[src/rtl/alu_seq_pkg.sv]
// Shared ALU select codes and sequencer state encoding for alu_sequencer.
package alu_seq_pkg;

  localparam logic [7:0] ALU_SEL_NOP = 8'd0;
  localparam logic [7:0] ALU_SEL_ADD = 8'd11;
  localparam logic [7:0] ALU_SEL_SUB = 8'd100;
  localparam logic [7:0] ALU_SEL_DIV = 8'd110;
  localparam logic [7:0] ALU_SEL_MOD = 8'd111;
  localparam logic [7:0] ALU_SEL_CMP = 8'd24;

  typedef enum logic [0:0] {
    SEQ_IDLE  = 1'b0,
    SEQ_ISSUE = 1'b1
  } seq_state_e;

endpackage

[src/rtl/alu_seq_regfile.sv]
// Architectural register file: one write port, two read ports captured on command
// accept (operand 2 optionally replaced by an immediate), and a combinational debug port.
module alu_seq_regfile #(
  parameter int REG_COUNT = 4,
  parameter int AW        = 2
) (
  input  logic          clk,
  input  logic          reset,
  input  logic          we,
  input  logic [AW-1:0] waddr,
  input  logic [7:0]    wdata,
  input  logic          cap_en,
  input  logic [AW-1:0] rd_addr1,
  input  logic [AW-1:0] rd_addr2,
  input  logic          use_imm,
  input  logic [7:0]    imm,
  output logic [7:0]    rd_q1,
  output logic [7:0]    rd_q2,
  output logic [7:0]    op2_next,
  input  logic [AW-1:0] dbg_addr,
  output logic [7:0]    dbg_data
);

  logic [7:0] mem [REG_COUNT];

  // op2_next is exposed so the top can inspect the operand before it is committed
  assign op2_next = use_imm ? imm : mem[rd_addr2];
  assign dbg_data = mem[dbg_addr];

  always_ff @(posedge clk) begin
    if (reset) begin
      for (int i = 0; i < REG_COUNT; i++) begin
        mem[i] <= 8'd0;
      end
      rd_q1 <= 8'd0;
      rd_q2 <= 8'd0;
    end else begin
      if (we) begin
        mem[waddr] <= wdata;
      end
      if (cap_en) begin
        rd_q1 <= mem[rd_addr1];
        rd_q2 <= op2_next;
      end
    end
  end

endmodule

[src/rtl/alu_sequencer.sv]
// Execute-stage controller: accepts one command, holds ALU inputs for SETTLE_CYCLES, then
// captures result/flags/compare. Optional ALU_SEQ_DIVZERO_TRAP_EN suppresses DIV/MOD by zero.
module alu_sequencer
  import alu_seq_pkg::*;
#(
  parameter int REG_COUNT     = 4,
  parameter int SETTLE_CYCLES = 2
) (
  input  logic                         clk,
  input  logic                         reset,
  input  logic                         cmd_valid,
  output logic                         cmd_ready,
  input  logic [7:0]                   cmd_op,
  input  logic [$clog2(REG_COUNT)-1:0] cmd_dst,
  input  logic [$clog2(REG_COUNT)-1:0] cmd_src1,
  input  logic [$clog2(REG_COUNT)-1:0] cmd_src2,
  input  logic                         cmd_use_imm,
  input  logic [7:0]                   cmd_imm,
  output logic [7:0]                   alu_operand1,
  output logic [7:0]                   alu_operand2,
  output logic [7:0]                   alu_sel,
  input  logic [7:0]                   alu_result,
  input  logic [6:0]                   alu_flags,
  input  logic                         alu_eq,
  input  logic                         alu_gt,
  input  logic                         alu_lt,
  output logic [6:0]                   flags_q,
  output logic [2:0]                   cmp_q,
  output logic                         done,
  output logic                         trap,
  input  logic [$clog2(REG_COUNT)-1:0] dbg_addr,
  output logic [7:0]                   dbg_data
);

  // state | meaning
  // IDLE  | ready for a command, ALU inputs parked at NOP / zero
  // ISSUE | ALU inputs held from the latched command while the settle counter runs

  localparam int         AW       = $clog2(REG_COUNT);
  localparam logic [0:0] IDLE     = SEQ_IDLE;
  localparam logic [0:0] ISSUE    = SEQ_ISSUE;
  localparam logic [3:0] LAST_CNT = 4'(SETTLE_CYCLES - 1);

`ifdef ALU_SEQ_DIVZERO_TRAP_EN
  localparam logic TRAP_EN = 1'b1;
`else
  localparam logic TRAP_EN = 1'b0;
`endif

  logic [0:0]    state_q;
  logic [3:0]    cnt_q;
  logic [7:0]    op_q;
  logic [AW-1:0] dst_q;
  logic [7:0]    opnd1_q;
  logic [7:0]    opnd2_q;
  logic [7:0]    opnd2_next;
  logic          issuing;
  logic          accept;
  logic          div_zero;
  logic          capture;
  logic          reg_we;

  assign issuing   = (state_q == ISSUE);
  assign cmd_ready = (state_q == IDLE);
  assign accept    = cmd_valid & cmd_ready;
  assign div_zero  = TRAP_EN & accept & (opnd2_next == 8'd0) &
                     ((cmd_op == ALU_SEL_DIV) | (cmd_op == ALU_SEL_MOD));
  assign capture   = issuing & (cnt_q == LAST_CNT);
  assign reg_we    = capture & (op_q != ALU_SEL_CMP);

  assign alu_sel      = issuing ? op_q    : ALU_SEL_NOP;
  assign alu_operand1 = issuing ? opnd1_q : 8'd0;
  assign alu_operand2 = issuing ? opnd2_q : 8'd0;

  // Operands are snapshotted at accept, so dst == src never sees its own write.
  alu_seq_regfile #(
    .REG_COUNT (REG_COUNT),
    .AW        (AW)
  ) u_regfile (
    .clk      (clk),
    .reset    (reset),
    .we       (reg_we),
    .waddr    (dst_q),
    .wdata    (alu_result),
    .cap_en   (accept),
    .rd_addr1 (cmd_src1),
    .rd_addr2 (cmd_src2),
    .use_imm  (cmd_use_imm),
    .imm      (cmd_imm),
    .rd_q1    (opnd1_q),
    .rd_q2    (opnd2_q),
    .op2_next (opnd2_next),
    .dbg_addr (dbg_addr),
    .dbg_data (dbg_data)
  );

  always_ff @(posedge clk) begin
    if (reset) begin
      state_q <= IDLE;
      cnt_q   <= 4'd0;
      op_q    <= ALU_SEL_NOP;
      dst_q   <= '0;
      flags_q <= 7'd0;
      cmp_q   <= 3'd0;
      done    <= 1'b0;
      trap    <= 1'b0;
    end else begin
      done <= 1'b0;
      trap <= div_zero;
      case (state_q)
        IDLE: begin
          if (accept && !div_zero) begin
            op_q    <= cmd_op;
            dst_q   <= cmd_dst;
            cnt_q   <= 4'd0;
            state_q <= ISSUE;
          end
        end
        ISSUE: begin
          cnt_q <= cnt_q + 4'd1;
          if (capture) begin
            flags_q <= alu_flags;
            if (op_q == ALU_SEL_CMP) begin
              cmp_q <= {alu_lt, alu_gt, alu_eq};
            end
            done    <= 1'b1;
            state_q <= IDLE;
          end
        end
        default: state_q <= IDLE;
      endcase
    end
  end

endmodule

[config.mk]
export PLATFORM = sky130hd
export DESIGN_NAME = alu_sequencer
export DESIGN_NICKNAME = d
export VERILOG_FILES = /design/src/rtl/alu_seq_pkg.sv /design/src/rtl/alu_seq_regfile.sv /design/src/rtl/alu_sequencer.sv
export SDC_FILE = /design/constraint.sdc
export NUM_CORES = 1
export LEC_CHECK = 0
export ABC_AREA = 1
export CAP_MARGIN = 20
export CORE_ASPECT_RATIO = 0.9
export CORE_MARGIN = 4
export CORE_UTILIZATION = 45
export DETAILED_ROUTE_END_ITERATION = 12
export GPL_TIMING_DRIVEN = 0
export PLACE_DENSITY_LB_ADDON = 0.12
export SLEW_MARGIN = 5
export SYNTH_ARGS = -nofsm -noshare
export SYNTH_HDL_FRONTEND = slang
export SYNTH_SLANG_ARGS = --single-unit
[constraint.sdc]
create_clock -name clk -period 2.05 [get_ports clk]
set_clock_uncertainty 0.1 [all_clocks]
set_input_delay 0.3075 -clock clk [delete_from_list [all_inputs] [get_ports clk]]
set_output_delay 0.3075 -clock clk [all_outputs]
set_load 0.01 [all_outputs]
After elaboration in Yosys (flattened, before gate mapping):

Memory sizes are Yosys's and may differ from the RTL's. A register that Yosys moved wholly into a read port is not among the register bits.
Index checks and enable logic that the tools add are counted.
W data, S select, Z words.

* bits in writable memories: 32
* register bits after elaboration: 34
* output and inout port bits: 45
* memories: 1
* input port bits: 46

Memory list
* u_regfile.mem: words 4, bits a word 8, read ports 3, clocked after Yosys merged registers in 1, write ports 4, RTL line alu_seq_regfile.sv:24 `logic [7:0] mem [REG_COUNT];`

* bitwise operators: 4
* multiplexer cells: 18
* equal/unequal tests: 4
* $add $sub $neg: 1
* reductions and logical operators: 5

Operators by type and width (count)
* $mux W8: 5
* $mux W1: 9
* $eq A8 B5 Y1 const B: 1
* $ne A8 B5 Y1 const B: 1
* $pmux W4 S2: 1
* $reduce_or A8 Y1: 1
* $add A4 B1 Y4 const B: 1
* $eq A4 B1 Y1 const B: 1
* $mux W4: 1
* $reduce_and A2 Y1: 2
* $and A1 B1 Y1: 3
* $reduce_and A3 Y1: 1
* $mux W2: 1
* $ne A2 B1 Y1 const B: 1
* $pmux W1 S2: 1
* $reduce_or A2 Y1: 1
* $not A1 Y1: 1

Logic depth before layout (Yosys ltp):

* word-level depth: 8
* depth in mapped cells: 10
* mapped depth without buffers: 10

Hierarchy:

Synthesis repeated with hierarchy kept, for this count alone.

* cell total of the unflattened synthesis: 555
* area total of the unflattened synthesis: 4028.9 µm²

Modules (own cells, without submodules)
* alu_seq_regfile: area an instance 2806.4 µm², times used 1, cells each 368
* alu_sequencer: area an instance 1222.4 µm², times used 1, cells each 187

Worst setup path before layout:

Ideal clock, no wire load.

* path type: register to register
* start point: reg cnt_q[0]
* end point: mem u_regfile.mem[2][0], enable pin
* arrival: 1.597 ns
* clock period less this slack: 2.081 ns
* slack: -0.031 ns
* cell stages (with the launch flop): 8
* data required time: 1.566 ns
* buffers on the path: 0
* path through: dfxtp_1 -> ha_1 -> nand2_2 -> inv_2 -> nand2_4 -> inv_1 -> nand2_1 -> o21ai_0

RTL lines
* from (decl): RTL line alu_sequencer.sv:51 `logic [3:0] cnt_q;`
* from (signal assigned): RTL line alu_sequencer.sv:120 `cnt_q <= cnt_q + 4'd1;`
* to (decl): RTL line alu_seq_regfile.sv:24

Worst setup path in the final report:

* start point: reg state_q (netlist: issuing)
* end point: out alu_operand1[7]

* longest elaborated chain between the ends: 1

RTL lines
* from (decl): RTL line alu_sequencer.sv:50 `logic [0:0] state_q;`
* from (signal assigned): RTL line alu_sequencer.sv:99 `state_q <= IDLE;`
* from (signal assigned): RTL line alu_sequencer.sv:116 `state_q <= ISSUE;`
* from (signal assigned): RTL line alu_sequencer.sv:127 `state_q <= IDLE;`
* $mux W8: RTL line alu_sequencer.sv:72 `assign alu_operand1 = issuing ? opnd1_q : 8'd0;`
* to (decl): RTL line alu_sequencer.sv:19 `output logic [7:0] alu_operand1,`

Every way passes these cells.

==> results.yml <==
floorplanning:
  top_level_ports: 91
  fp.dieH_um: 95.0
  die_w_um: 105
  start_util: 0.467
  core_area_um2: 8110
  die-area_um2: 9940
  rows: 31
clock_tree:
  cts.path.max_buffers: 2
  ctsHoldBuffers: 0
  cts_root_buffer: "clkbuf_8"
  cts_tree: "done"
  cts.clk_slew.worst_paths_ns: 0.08
  numCtsBuffers: 9
  clk_latency_ns: 0.35
  ctsHtreeMaxLevel: 3
  cts_sinks: 74
finish:
  drive_gt1_frac: 0.0797
  n_antenna_cell: 0
  final_nets: 670
  area_growth_pct: 33.1
  finalNonFillerCells: 726
  stdcell_area_um2: 5030
  fin_util: 0.621
timing:
  maxSlewViolCount: 0
  tightest_slew_ns: 0.672
  fin_crit_sh: 0.957
  min_period_ns: 1.96
  fin_ws_ns: 0.0874
  maxSlewHeadroom: 0.552
  hold_viol: 0
  fmax_ghz: 0.510
  setup_violations: 0
routing:
  vias_per_cell: 4.92
  wire_per_inst_um: 13.1
  ant_nets: 0
  first_pass_iters: 5
  post-route-drc-count: 0
  drtIter0Drc: 199
  routed-via-count: 3573
  wl_um: 9490
hold_path:
  hp-class: "input pin to register"
  hold_path_startpoint: "reset"
  min_path_cells: 2
worst_setup_path:
  r2r_start: "cnt_q[0]$_SDFFE_PP0P_"
  slowest_delay_ns: 0.52
  path_max_fanout: 6
  startpoint: "issuing$_SDFF_PP0_"
  crit_slowest_cell: "clkdlybuf4s50_1"
  reg2reg_depth: 8
  path_cells: "buf_6 > buf_4 > nand2_1 > inv_1 > clkdlybuf4s50_1"
  cp-end-kind: "output port"
  required_ns: 1.64
  cp.arrival_ns: 1.56
  crit_type: "register to output port"
  start_kind: "register"
power:
  clkPwrFrac: 0.361
  p_seq_frac: 0.492
  pwr_density_cell_nw_per_um2: 670
  pwr-share-comb: 0.147
  p_switching_w: 0.000854
  p_int_w: 0.00252
  leakage_nw: 2.52
  ir_drop_v: 0.000373
  swShare: 0.253
grt:
  grt.total_usage: 0.199
  grt_pass1_vias: 3392
  grt_overflow: 0
  grt_max_degree: 14
  antenna_found_initial: 0
  grt_pass1_wl_um: 15900
synthesis:
  ys_types: 28
  yosys_warnings: 0
  synth_edf_count: 32
  synth_commonest_cells: "158 x nand2_1, 95 x nor2_1, 57 x inv_1"
  syn_inst: 523
  synth.cell_area_um2: 3780
  synth.most_common_cell: "nand2_1"
  synth_nets: 571
  synthFlopType: "dfxtp_1"
  synth-seq-area-share: 0.476
  synth_top_area_cell: "edfxtp_1"
  ys_ff_latch: 74
  synth_area_per_cell_um2: 7.23
  synth_top_area_share: 0.254
  async_flop_share: 0
  synth.top_cells.by_area: "edfxtp_1 25%, dfxtp_1 22%, nand2_1 16%, nor2_1 9.4%, o21ai_0 5.8%"
placed_design:
  gp_congestion: 0.860
  pre_cts_ws_ns: -0.667
  dp_cells: 707
  dpl.hpwl_um: 7210
  postPlaceCellArea_um2: 4760
  io_buffers: 85
job:
  cap_violations: 0
run_status:
  status: "finished, final reports clean"
power groups by stage:
stage	sequential [W]	clock [W]	combinational, W
after floorplan	0.00167	0	0.000274
after global placement	0.00169	0	0.000484
after detailed placement	0.00169	0	0.000492
after CTS	0.00165	0.00125	0.000495
after global routing	0.00166	0.00130	0.000559
final	0.00166	0.00122	0.000496
sequential cells by signal (all words and copies together), names as in the netlist, 2 cells and up:
signal	flops
cmp_q	3
cnt_q	4
dst_q	2
flags_q	7
op_q	8
u_regfile.mem	32
u_regfile.rd_q1	8
u_regfile.rd_q2	8
through the flow:
step	total power, W	setup TNS (ns)	hold WS, ns
6_report	0.00337	0	0.192
5_1_grt	0.00353	-0.0117	0.182
4_1_cts	0.00340	-0.00362	0.175
3_5_place_dp	0.00218	-5.90	0.340
3_3_place_gp	0.00217	-5.27	0.336
2_1_floorplan	0.00195	0	0.311
area by class of cell:
class                      instances  area, µm²
fill                             759       3070
clock inverter                     5       80.1
sequential                        74       1800
clock buffer                      11        131
timing repair buffer              88        861
multi-input combinational        368       1660
buffer                            22        153
inverter                          59        221
tap                               99        124
per-layer routing:
layer,GRT usage,wire [µm],part of all wire
met1,0.261,4420,0.47
met2,0.317,4160,0.44
met3,0.0540,782,0.082
met4,0.0743,129,0.014
met5,0,0,0
placed cells by master, fill, tap and decap left out, types with 2 or more instances in the layout:
cell type,instances
buf_4,5
o21ai_0,43
edfxtp_1,32
dfxtp_1,41
clkbuf_4,2
inv_1,55
nand3_1,28
nand2_4,4
inv_2,4
bufinv_16,2
dlygate4sd2_1,23
nand2_1,156
ha_1,2
buf_2,7
clkdlybuf4s50_1,55
o22ai_1,8
buf_6,2
clkbuf_8,11
a22o_1,6
nor3_1,9
a21oi_1,7
clkbuf_1,8
nor2_1,95
dlymetal6s2s_1,6
worst paths after layout:
path	to	slack [ns]
worst max register to register	u_regfile.mem[1][5]$_SDFFCE_PN0P_	0.13
worst max-delay path	alu_operand1[7]	0.09
worst min register to register	u_regfile.rd_q1[7]$_SDFFE_PP0P_	0.35
worst min-delay path	cnt_q[0]$_SDFFE_PP0P_	0.19
kinds of logic (layout without fill, tap and decap cells):
logic type	count (synthesis)	count (layout)	synth area share
fa+ha+maj	2	2	0.00661
simple gates	300	300	0.330
compound gates	65	65	0.0946
other cells	1	1	0.000991
buf+inv	81	185	0.0916
flops	74	74	0.476
timing repair:
item,CTS,global route
endpoints found under the setup margin,52,33
resized for setup,41,10
gates cloned,0,0
setup buffers,3,0
critical path: cells and delay by family, from the launching register on:
kind / cells / cell delay (ns)
buffers and inverters: 4 / 0.80
flip-flops: 1 / 0.34
AND/OR/NAND/NOR: 1 / 0.06
(Power assumes the default switching activity.)
